--- src/rtl/konata_retire_arbiter_if.sv ---
// Retire-event bus between the per-source writeback taps and the trace serializer.
// Signal names are written from the arbiter's point of view (_i into it, _o out of it).
interface konata_retire_arbiter_if #(
   parameter int N_SRC = 8,
   parameter int ID_W  = 64
);
   localparam int SRC_W = (N_SRC > 1) ? $clog2(N_SRC) : 1;

   logic [N_SRC-1:0]      src_valid_i;
   logic [N_SRC*ID_W-1:0] src_id_i;
   logic                  evt_valid_o;
   logic [SRC_W-1:0]      evt_src_o;
   logic [ID_W-1:0]       evt_id_o;
   logic                  evt_ready_i;

   modport slave (
      input  src_valid_i, src_id_i, evt_ready_i,
      output evt_valid_o, evt_src_o, evt_id_o
   );

   modport master (
      output src_valid_i, src_id_i, evt_ready_i,
      input  evt_valid_o, evt_src_o, evt_id_o
   );
endinterface

--- src/rtl/konata_retire_arbiter.sv ---
// Serializes per-cycle multi-source retire events into a single ordered event stream.
// Each cycle's events form one queue row; rows drain lowest source index first.
module konata_retire_arbiter #(
   parameter int N_SRC = 8,
   parameter int DEPTH = 4,
   parameter int ID_W  = 64
) (
   input  logic                     clk_i,
   input  logic                     rstn_i,
   input  logic                     enable_i,
   input  logic                     flush_i,
   konata_retire_arbiter_if.slave   bus,
   output logic                     busy_o,
   output logic                     overflow_o,
   output logic [15:0]              drop_cnt_o
);
   localparam int SRC_W = (N_SRC > 1) ? $clog2(N_SRC) : 1;
   localparam int PTR_W = $clog2(DEPTH);
   localparam int CNT_W = PTR_W + 1;

   localparam logic [PTR_W-1:0] PTR_ONE  = PTR_W'(1);
   localparam logic [CNT_W-1:0] CNT_ONE  = CNT_W'(1);
   localparam logic [CNT_W-1:0] CNT_FULL = CNT_W'(DEPTH);

   function automatic logic [SRC_W-1:0] lowest_set(input logic [N_SRC-1:0] m);
      logic [SRC_W-1:0] idx;
      idx = '0;
      for (int k = N_SRC - 1; k >= 0; k--) begin
         if (m[k]) idx = SRC_W'(k);
      end
      return idx;
   endfunction

   function automatic logic [15:0] sat_inc16(input logic [15:0] v);
      return (v == 16'hFFFF) ? v : v + 16'd1;
   endfunction

   logic [PTR_W-1:0]      wr_ptr_q, wr_ptr_d;
   logic [PTR_W-1:0]      rd_ptr_q, rd_ptr_d;
   logic [CNT_W-1:0]      count_q, count_d;
   logic [N_SRC-1:0]      mask_q [DEPTH];
   logic [N_SRC-1:0]      mask_d [DEPTH];
   logic                  overflow_q, overflow_d;
   logic [15:0]           drop_cnt_q, drop_cnt_d;
   logic [N_SRC*ID_W-1:0] id_q [DEPTH];

   logic [N_SRC-1:0]      head_mask;
   logic [N_SRC-1:0]      head_bit;
   logic [N_SRC-1:0]      head_rem;
   logic [SRC_W-1:0]      head_src;
   logic                  evt_valid;
   logic                  xfer;
   logic                  pop;
   logic                  push_req;
   logic                  accept;

   assign head_mask = mask_q[rd_ptr_q];
   assign head_src  = lowest_set(head_mask);
   assign head_bit  = N_SRC'(1) << head_src;
   assign head_rem  = head_mask & ~head_bit;
   assign evt_valid = (count_q != '0);

   // Flush gates both sides so that nothing moves on a flush edge.
   assign xfer     = evt_valid && bus.evt_ready_i && !flush_i;
   assign pop      = xfer && (head_rem == '0);
   assign push_req = enable_i && !flush_i && (bus.src_valid_i != '0);
   assign accept   = push_req && ((count_q != CNT_FULL) || pop);

   always_comb begin
      wr_ptr_d   = wr_ptr_q;
      rd_ptr_d   = rd_ptr_q;
      count_d    = count_q;
      mask_d     = mask_q;
      overflow_d = overflow_q;
      drop_cnt_d = drop_cnt_q;

      if (flush_i) begin
         wr_ptr_d   = '0;
         rd_ptr_d   = '0;
         count_d    = '0;
         overflow_d = 1'b0;
         drop_cnt_d = '0;
      end else begin
         if (xfer) mask_d[rd_ptr_q] = head_rem;
         if (pop)  rd_ptr_d = rd_ptr_q + PTR_ONE;
         // When full with a pop, wr_ptr equals rd_ptr, so this overwrites the row just retired.
         if (accept) begin
            mask_d[wr_ptr_q] = bus.src_valid_i;
            wr_ptr_d         = wr_ptr_q + PTR_ONE;
         end
         case ({accept, pop})
            2'b10:   count_d = count_q + CNT_ONE;
            2'b01:   count_d = count_q - CNT_ONE;
            default: count_d = count_q;
         endcase
         if (push_req && !accept) begin
            overflow_d = 1'b1;
            drop_cnt_d = sat_inc16(drop_cnt_q);
         end
      end
   end

   always_ff @(posedge clk_i or negedge rstn_i) begin
      if (!rstn_i) begin
         wr_ptr_q   <= '0;
         rd_ptr_q   <= '0;
         count_q    <= '0;
         overflow_q <= 1'b0;
         drop_cnt_q <= '0;
         for (int i = 0; i < DEPTH; i++) mask_q[i] <= '0;
      end else begin
         wr_ptr_q   <= wr_ptr_d;
         rd_ptr_q   <= rd_ptr_d;
         count_q    <= count_d;
         overflow_q <= overflow_d;
         drop_cnt_q <= drop_cnt_d;
         mask_q     <= mask_d;
      end
   end

   // Id payload is qualified by the masks, so it carries no reset.
   always_ff @(posedge clk_i) begin
      if (accept) id_q[wr_ptr_q] <= bus.src_id_i;
   end

   assign bus.evt_valid_o = evt_valid;
   assign bus.evt_src_o   = head_src;
   assign bus.evt_id_o    = id_q[rd_ptr_q][int'(head_src) * ID_W +: ID_W];

   assign busy_o     = evt_valid;
   assign overflow_o = overflow_q;
   assign drop_cnt_o = drop_cnt_q;
endmodule

--- src/flat_wrapper.sv ---
// flat-port wrapper written by rule: the top's interface ports become plain ports
module konata_retire_arbiter_flat 
#(
   parameter int N_SRC = 8,
   parameter int DEPTH = 4,
   parameter int ID_W  = 64
)
  (clk_i, rstn_i, enable_i, flush_i, busy_o, overflow_o, drop_cnt_o, bus_src_valid_i, bus_src_id_i, bus_evt_ready_i, bus_evt_valid_o, bus_evt_src_o, bus_evt_id_o);
  konata_retire_arbiter_if #(.N_SRC(N_SRC), .ID_W(ID_W)) bus_i ();
  input  logic clk_i;
  input  logic rstn_i;
  input  logic enable_i;
  input  logic flush_i;
  output logic busy_o;
  output logic overflow_o;
  output logic [15:0] drop_cnt_o;
  input wire logic [$bits(bus_i.src_valid_i)-1:0] bus_src_valid_i;
  input wire logic [$bits(bus_i.src_id_i)-1:0] bus_src_id_i;
  input wire logic [$bits(bus_i.evt_ready_i)-1:0] bus_evt_ready_i;
  output wire logic [$bits(bus_i.evt_valid_o)-1:0] bus_evt_valid_o;
  output wire logic [$bits(bus_i.evt_src_o)-1:0] bus_evt_src_o;
  output wire logic [$bits(bus_i.evt_id_o)-1:0] bus_evt_id_o;
  assign bus_i.src_valid_i = bus_src_valid_i;
  assign bus_i.src_id_i = bus_src_id_i;
  assign bus_i.evt_ready_i = bus_evt_ready_i;
  assign bus_evt_valid_o = bus_i.evt_valid_o;
  assign bus_evt_src_o = bus_i.evt_src_o;
  assign bus_evt_id_o = bus_i.evt_id_o;
  konata_retire_arbiter #(.N_SRC(N_SRC), .DEPTH(DEPTH), .ID_W(ID_W)) u_core (.clk_i(clk_i), .rstn_i(rstn_i), .enable_i(enable_i), .flush_i(flush_i), .bus(bus_i), .busy_o(busy_o), .overflow_o(overflow_o), .drop_cnt_o(drop_cnt_o));
endmodule
--- config.mk ---
export PLATFORM = sky130hd
export DESIGN_NAME = konata_retire_arbiter_flat
export DESIGN_NICKNAME = d
export VERILOG_FILES = /design/src/rtl/konata_retire_arbiter_if.sv /design/src/rtl/konata_retire_arbiter.sv /design/src/flat_wrapper.sv
export SDC_FILE = /design/constraint.sdc
export NUM_CORES = 2
export LEC_CHECK = 0
export CAP_MARGIN = 5
export CORE_UTILIZATION = 53
export CTS_BUF_LIST = sky130_fd_sc_hd__clkbuf_4 sky130_fd_sc_hd__clkbuf_8
export CTS_CLUSTER_DIAMETER = 120
export CTS_CLUSTER_SIZE = 28
export DETAILED_ROUTE_END_ITERATION = 7
export PLACE_DENSITY_LB_ADDON = 0.15
export SYNTH_ARGS = -nofsm -noshare
export SYNTH_HDL_FRONTEND = slang
export SYNTH_SLANG_ARGS = --single-unit
--- constraint.sdc ---
create_clock -name clk_i -period 19 [get_ports clk_i]
set_input_delay 1.9 -clock clk_i [delete_from_list [all_inputs] [get_ports clk_i]]
set_output_delay 1.9 -clock clk_i [all_outputs]
set_load 0.005 [all_outputs]
# Yosys cells after proc, flatten, opt, wreduce, memory -nomap -nowiden
# Memory sizes are Yosys's and may differ from the RTL's.
# Cells that the tools add are included.
# W data, S select, Z words.
[classes]
reduce_logical = 20
n_mux = 33
n_lt_le_gt_ge = 4
n_shift = 2
n_addsub = 5
bitwise_logic = 4
eq_ne = 5
[ops]
columns = ["cell", "n"]
rows = [
  ["$shiftx A512 B10 Y64", 1],
  ["$mux W32", 3],
  ["$bwmux W32", 2],
  ["$mux W16", 3],
  ["$demux W8 S2", 2],
  ["$mux W8", 4],
  ["$mux W3", 9],
  ["$add A16 B1 Y16 const B", 1],
  ["$bmux W8 S2", 1],
  ["$eq A16 B16 Y1 const B", 1],
  ["$logic_and A1 B1 Y1", 9],
  ["$and A8 B8 Y8", 1],
  ["$logic_not A8 Y1", 1],
  ["$mux W2", 4],
  ["$not A8 Y8", 1],
  ["$reduce_bool A8 Y1", 1],
  ["$shl A1 B3 Y8 const A", 1],
  ["$ge A3 B3 Y1 const B", 2],
  ["$lt A3 B1 Y1 const B", 2],
  ["$not A2 Y3", 2],
  ["$pmux W3 S2", 1],
  ["$reduce_bool A2 Y1", 3],
  ["$reduce_bool A3 Y1", 2],
  ["$add A2 B1 Y2 const B", 2],
  ["10 further kinds", 14],
]
[totals]
input_bits = 525
word_cells = 83
memories = 1
output_inout_bits = 86
mem_bits_rw = 2048
register_bits = 56
[memory_table]
columns = ["name", "words", "word_bits", "rd", "rd_clocked_by_memory_dff", "write_ports", "line_no", "text"]
rows = [
  ["u_core.id_q", 4, 512, 1, 0, 1, "konata_retire_arbiter.sv:45", "logic [N_SRC*ID_W-1:0] id_q [DEPTH];"],
]

# Depth between registers and ports, before layout
[depth]
depth_word = 23
ltp_mapped = 13
ltp_nobuf = 10

# Least setup slack after synthesis
# OpenSTA, ideal clock, no wires.
[synth_path]
path_type = "input-to-reg"
from = "input port flush_i"
to = "memory u_core.id_q[0][0] (netlist name) (enable)"
t_arrival_ns = 12.915
path_stages = 7
t_required_ns = 18.142
path_buffers = 1
setup_time_ns = 0.858
path_slack_ns = 5.227
cell_sequence = "and3b_1 o21ai_0 a211o_1 a21oi_4 buf_12 nand2_8 inv_1"
[synth_between]
elab_chain_cells = 7
elab_cells_between_ends = 9
classes_between = "mux: 2; reduce/logical: 7"
[synth_lines]
columns = ["element", "line_no", "text"]
rows = [
  ["start, declared", "flat_wrapper.sv:13", "input logic flush_i;"],
  ["$logic_not A1 Y1 (*)", "konata_retire_arbiter.sv:64, konata_retire_arbiter.sv:66", ""],
  ["$logic_and A1 B1 Y1", "konata_retire_arbiter.sv:64", "assign xfer = evt_valid && bus.evt_ready_i && !flush_i;"],
  ["$logic_and A1 B1 Y1", "konata_retire_arbiter.sv:65", "assign pop = xfer && (head_rem == '0);"],
  ["$logic_or A1 B1 Y1", "konata_retire_arbiter.sv:67", "assign accept = push_req && ((count_q != CNT_FULL) || pop);"],
  ["$logic_and A1 B1 Y1 (*)", "konata_retire_arbiter.sv:67", ""],
  ["$mux W1 (*)", "konata_retire_arbiter.sv:123", "if (accept) id_q[wr_ptr_q] <= bus.src_id_i;"],
  ["$mux W1 (implied by the code) (*)", "konata_retire_arbiter.sv:123", ""],
  ["end, declared", "konata_retire_arbiter.sv:45", ""],
]
# Mark *: on every way between the ends. The rest lies on a longest branch, timed or not.

# Worst setup path in the final report
[layout_path]
from = "register u_core.rd_ptr_q[0]"
to = "output port bus_evt_id_o[34]"
[layout_between]
elab_chain_cells = 13
elab_cells_between_ends = 14
classes_between = "shift: 1; mux: 11; bitwise: 1; memory: 1"
[layout_lines]
columns = ["element", "line_no", "text"]
rows = [
  ["start, declared", "konata_retire_arbiter.sv:39", "logic [PTR_W-1:0] rd_ptr_q, rd_ptr_d;"],
  ["start signal, assigned", "konata_retire_arbiter.sv:113", "rd_ptr_q <= rd_ptr_d;"],
  ["$not A2 Y3 (implied by the code)", "konata_retire_arbiter.sv:57", "assign head_mask = mask_q[rd_ptr_q];"],
  ["$bmux W8 S2", "konata_retire_arbiter.sv:57", ""],
  ["$mux W8 (implied by the code) (2 in a row)", "konata_retire_arbiter.sv:57", ""],
  ["$mux W3 (8 in a row)", "konata_retire_arbiter.sv:29", "if (m[k]) idx = SRC_W'(k);"],
  ["$shiftx A512 B10 Y64 (*)", "konata_retire_arbiter.sv:128", "assign bus.evt_id_o = id_q[rd_ptr_q][int'(head_src) * ID_W +: ID_W];"],
  ["end, declared", "flat_wrapper.sv:22", "output wire logic [$bits(bus_i.evt_id_o)-1:0] bus_evt_id_o;"],
]
# Mark *: on every way between the ends. The rest lies on a longest branch, timed or not. The select of a mux whose other input is x is not followed.

==> results.yml <==
route:
  route.met3.wl_mm: 17.10
  vias: 39380
  antenna_left: 0
  avgViaCountPerCell: 6.204
  wl_met1_mm: 82.29
  wl_per_cell_um: 30.58
  drc: 0
  highest_layer: "met5"
  drtPass1Iterations: 6
  drt-initial-drc-count: 3773
  wl_met2_mm: 91.01
  wl_mm: 194.1
worst_setup_path:
  cp_common_cell: "buf_4"
  arrival_ns: 7.48
  cp_max_fo: 68
  endpoint_kind: "output pin"
  path_cells: "buf_4, mux4_2, or4_1, a21o_4, inv_8, buf_4, buf_4, nand2_1, nand3_1, o211ai_1, o221ai_1, clkdlybuf4s50_1"
  crit_type: "reg2out"
  path_delay_family: "buffers and inverters"
  slowest_stage: "dfrtp_4"
  crit_buf_inv: 5
  worst_ep_required_time_ns: 17.10
  slowest_delay_ns: 0.93
  start_kind: "flip-flop"
grt:
  antenna_found_initial: 84
  grt_usage: 0.2511
  grt_pass1_wl_mm: 277.2
  grt_pass1_vias: 39110
  grt_max_degree: 148
  grt_remaining_overflow: 0
power:
  cellLeakagePower_nw: 27.71
  vdd_drop_max_mv: 0.06929
  power_density_mw_per_mm2: 89.76
worst_hold_path:
  hold_class: "reg2reg"
timing:
  hold_viol_final: 0
  finClkSkew_ns: 0.02978
  timing.hold.ws_ns: 0.5412
  rsz0062_at_grt: "no"
  max_freq_mhz: 106.6
  fin_crit_sh: 0.4936
  slew_viol_final: 0
  relSlewSlack: 0.2668
  setup_violations: 0
  tns_ns: 0
  worst_slew_pin_slew_ns: 1.100
  period_needed_ns: 9.379
die:
  rows: 142
  die_h_um: 392.7
  dieWidth_um: 392.7
  dieArea_mm2: 0.1542
  core_region_area_mm2: 0.1507
  initial_core_util: 0.5368
  io_pins: 611
synthesis:
  synthArstFlopShare: 0.02662
  synth_ff_type: "edfxtp_1"
  syn_nets: 4261
  synth-seq-area-share: 0.7777
  synth_edf_count: 2048
  syn_avg_cell_area_um2: 21.71
  yosysWarnings: 0
  synth_area_mm2: 0.08088
  ys_ff_latch: 2104
  postSynthCellCount: 3726
  synth.distinct_cells: 66
clock_tree:
  path_clk_slew_ns: 0.15
  clockBufferDepth: 3
  cts_buffers: 85
  htree_num_levels: 3
  hold_buffers: 0
  tritoncts: "built"
  cts-resized-gates: 0
  clock-sinks: 2104
  clock_latency_ns: 0.86
  cts_setup_buffers: 0
  cts_root_buf: "clkbuf_8"
flow_run:
  cap_violations: 0
layout:
  fin_nets: 4811
  area_delta_synth_final_pct: 12.25
  drive_above_1_share: 0.1707
place:
  port_buffers: 610
  dp_hpwl_mm: 122.1
  place_congestion: 0.8714
outcome:
  outcome: "finished clean"
==> cell usage in the layout, fill, tap and decap left out, types with 34 or more instances in the layout <==
cell type / n
edfxtp_1: 2048
clkdlybuf4s50_1: 609
mux4_2: 520
nand2_1: 287
mux2i_1: 86
clkbuf_8: 86
a21oi_1: 72
nor2_1: 60
buf_4: 56
dfrtp_1: 54
nand3_1: 43
a22oi_1: 41
a221oi_1: 37
o211ai_1: 35
o221ai_1: 34
==> state kept, by name, indices dropped and copies added (netlist names) <==
| signal | cells |
|---|---|
| u_core.mask_q | 32 |
| u_core.overflow_o | 1 |
| u_core.rd_ptr_q | 2 |
| u_core.wr_ptr_q | 2 |
| u_core.id_q | 2048 |
| u_core.count_q | 3 |
| u_core.drop_cnt_o | 16 |
==> cell families after synthesis <==
logic type	after synthesis	synth area share
buffers and inverters	236	0.01171
XOR/XNOR	12	0.001299
AO/OA/AOI/OAI	301	0.02672
adder cells (fa/ha/maj)	10	0.001640
AND/OR/NAND/NOR	448	0.02426
multiplexers	615	0.1567
flip-flops	2104	0.7777
==> through the flow <==
stage / cells / total power [mW] / area, um2 / util / worst slack, ns
CTS: 6321 / 8.207 / 90730 / 0.6022 / 9.416
detailed placement: 6205 / 6.517 / 89300 / 0.5927 / 10.34
finish: 6347 / 8.150 / 90790 / 0.6026 / 9.621
global placement: 6205 / 6.502 / 89300 / 0.5927 / 10.32
global route: 6336 / 8.412 / 90760 / 0.6024 / 9.176
floorplan: 3726 / 5.916 / 80880 / - / 5.227
==> synth_stat cells, types with 3 or more instances <==
cell | instances | area [um2]
edfxtp_1 | 2048 | 61500
mux4_2 | 520 | 11710
nand2_1 | 290 | 1089
clkbuf_1 | 151 | 566.8
mux2i_1 | 86 | 860.8
a21oi_1 | 72 | 360.4
nor2_1 | 60 | 225.2
dfrtp_1 | 56 | 1401
nand3_1 | 43 | 215.2
a22oi_1 | 41 | 307.8
buf_1 | 38 | 142.6
a221oi_1 | 37 | 324.1
o211ai_1 | 35 | 262.8
o221ai_1 | 34 | 297.8
inv_1 | 27 | 101.4
o22ai_1 | 25 | 156.4
buf_2 | 15 | 75.07
o21ai_0 | 14 | 70.07
xnor2_1 | 12 | 105.1
ha_1 | 9 | 112.6
nor4_1 | 8 | 50.05
mux2_2 | 6 | 67.56
nor2b_1 | 6 | 37.54
a222oi_1 | 5 | 50.05
a211oi_1 | 4 | 30.03
a311o_1 | 4 | 40.04
nand2_8 | 4 | 80.08
nand2b_1 | 4 | 25.02
nor3_1 | 4 | 20.02
a211o_1 | 3 | 26.28
a21o_1 | 3 | 22.52
a31oi_1 | 3 | 18.77
a32o_1 | 3 | 30.03
and2_1 | 3 | 18.77
buf_6 | 3 | 33.78
mux2_1 | 3 | 33.78
o311ai_0 | 3 | 26.28
or2_2 | 3 | 18.77
or3_1 | 3 | 18.77
==> per-layer routing <==
| metal | vias to the layer above | track usage |
|---|---|---|
| met5 | - | 0 |
| met4 | 90 | 0.05129 |
| met3 | 275 | 0.06254 |
| met2 | 1485 | 0.3795 |
| met1 | 20960 | 0.3752 |
| li1 | 16570 | - |
==> worst reg2reg max path: cells and delay by family (launching register included) <==
kind	cells	cell delay, ns
buffers and inverters	5	4.29
AOI/OAI and AO/OA	3	1.36
DFF	1	0.93
and+or+nand+nor	2	0.88
muxes	1	0.76
==> final timing paths <==
kind,start,end,slack (ns),depth (start not counted)
worst max-delay path,u_core.rd_ptr_q[0],bus_evt_id_o[34],9.62,12
max in group asynchronous,rstn_i,u_core.rd_ptr_q[0],17.22,2
worst min-delay path,u_core.mask_q[8],u_core.mask_q[8],0.54,2
worst min register to register,u_core.mask_q[8],u_core.mask_q[8],0.54,2
worst max register to register,u_core.rd_ptr_q[0],u_core.id_q[2][455],10.40,11
min in group asynchronous,rstn_i,u_core.overflow_o,1.16,2
==> where the power goes <==
group | switching, mW | internal, mW | total, mW
clock network | 1.27 | 0.471 | 1.74
logic | 0.676 | 0.449 | 1.13
registers | 0.0370 | 5.24 | 5.28
total | 1.99 | 6.16 | 8.15
==> area by class of cell <==
type,count,area [um2]
repair buffers,672,6641
inverters,27,138.9
clock buffers,109,1356
clock inverters,7,71.32
well taps,2016,2522
flip-flops and latches,2104,62910
multi-input cells,1386,17090
fillers,10830,59870
diodes,26,65.06
Note: power is estimated with default switching activity, not from simulation.
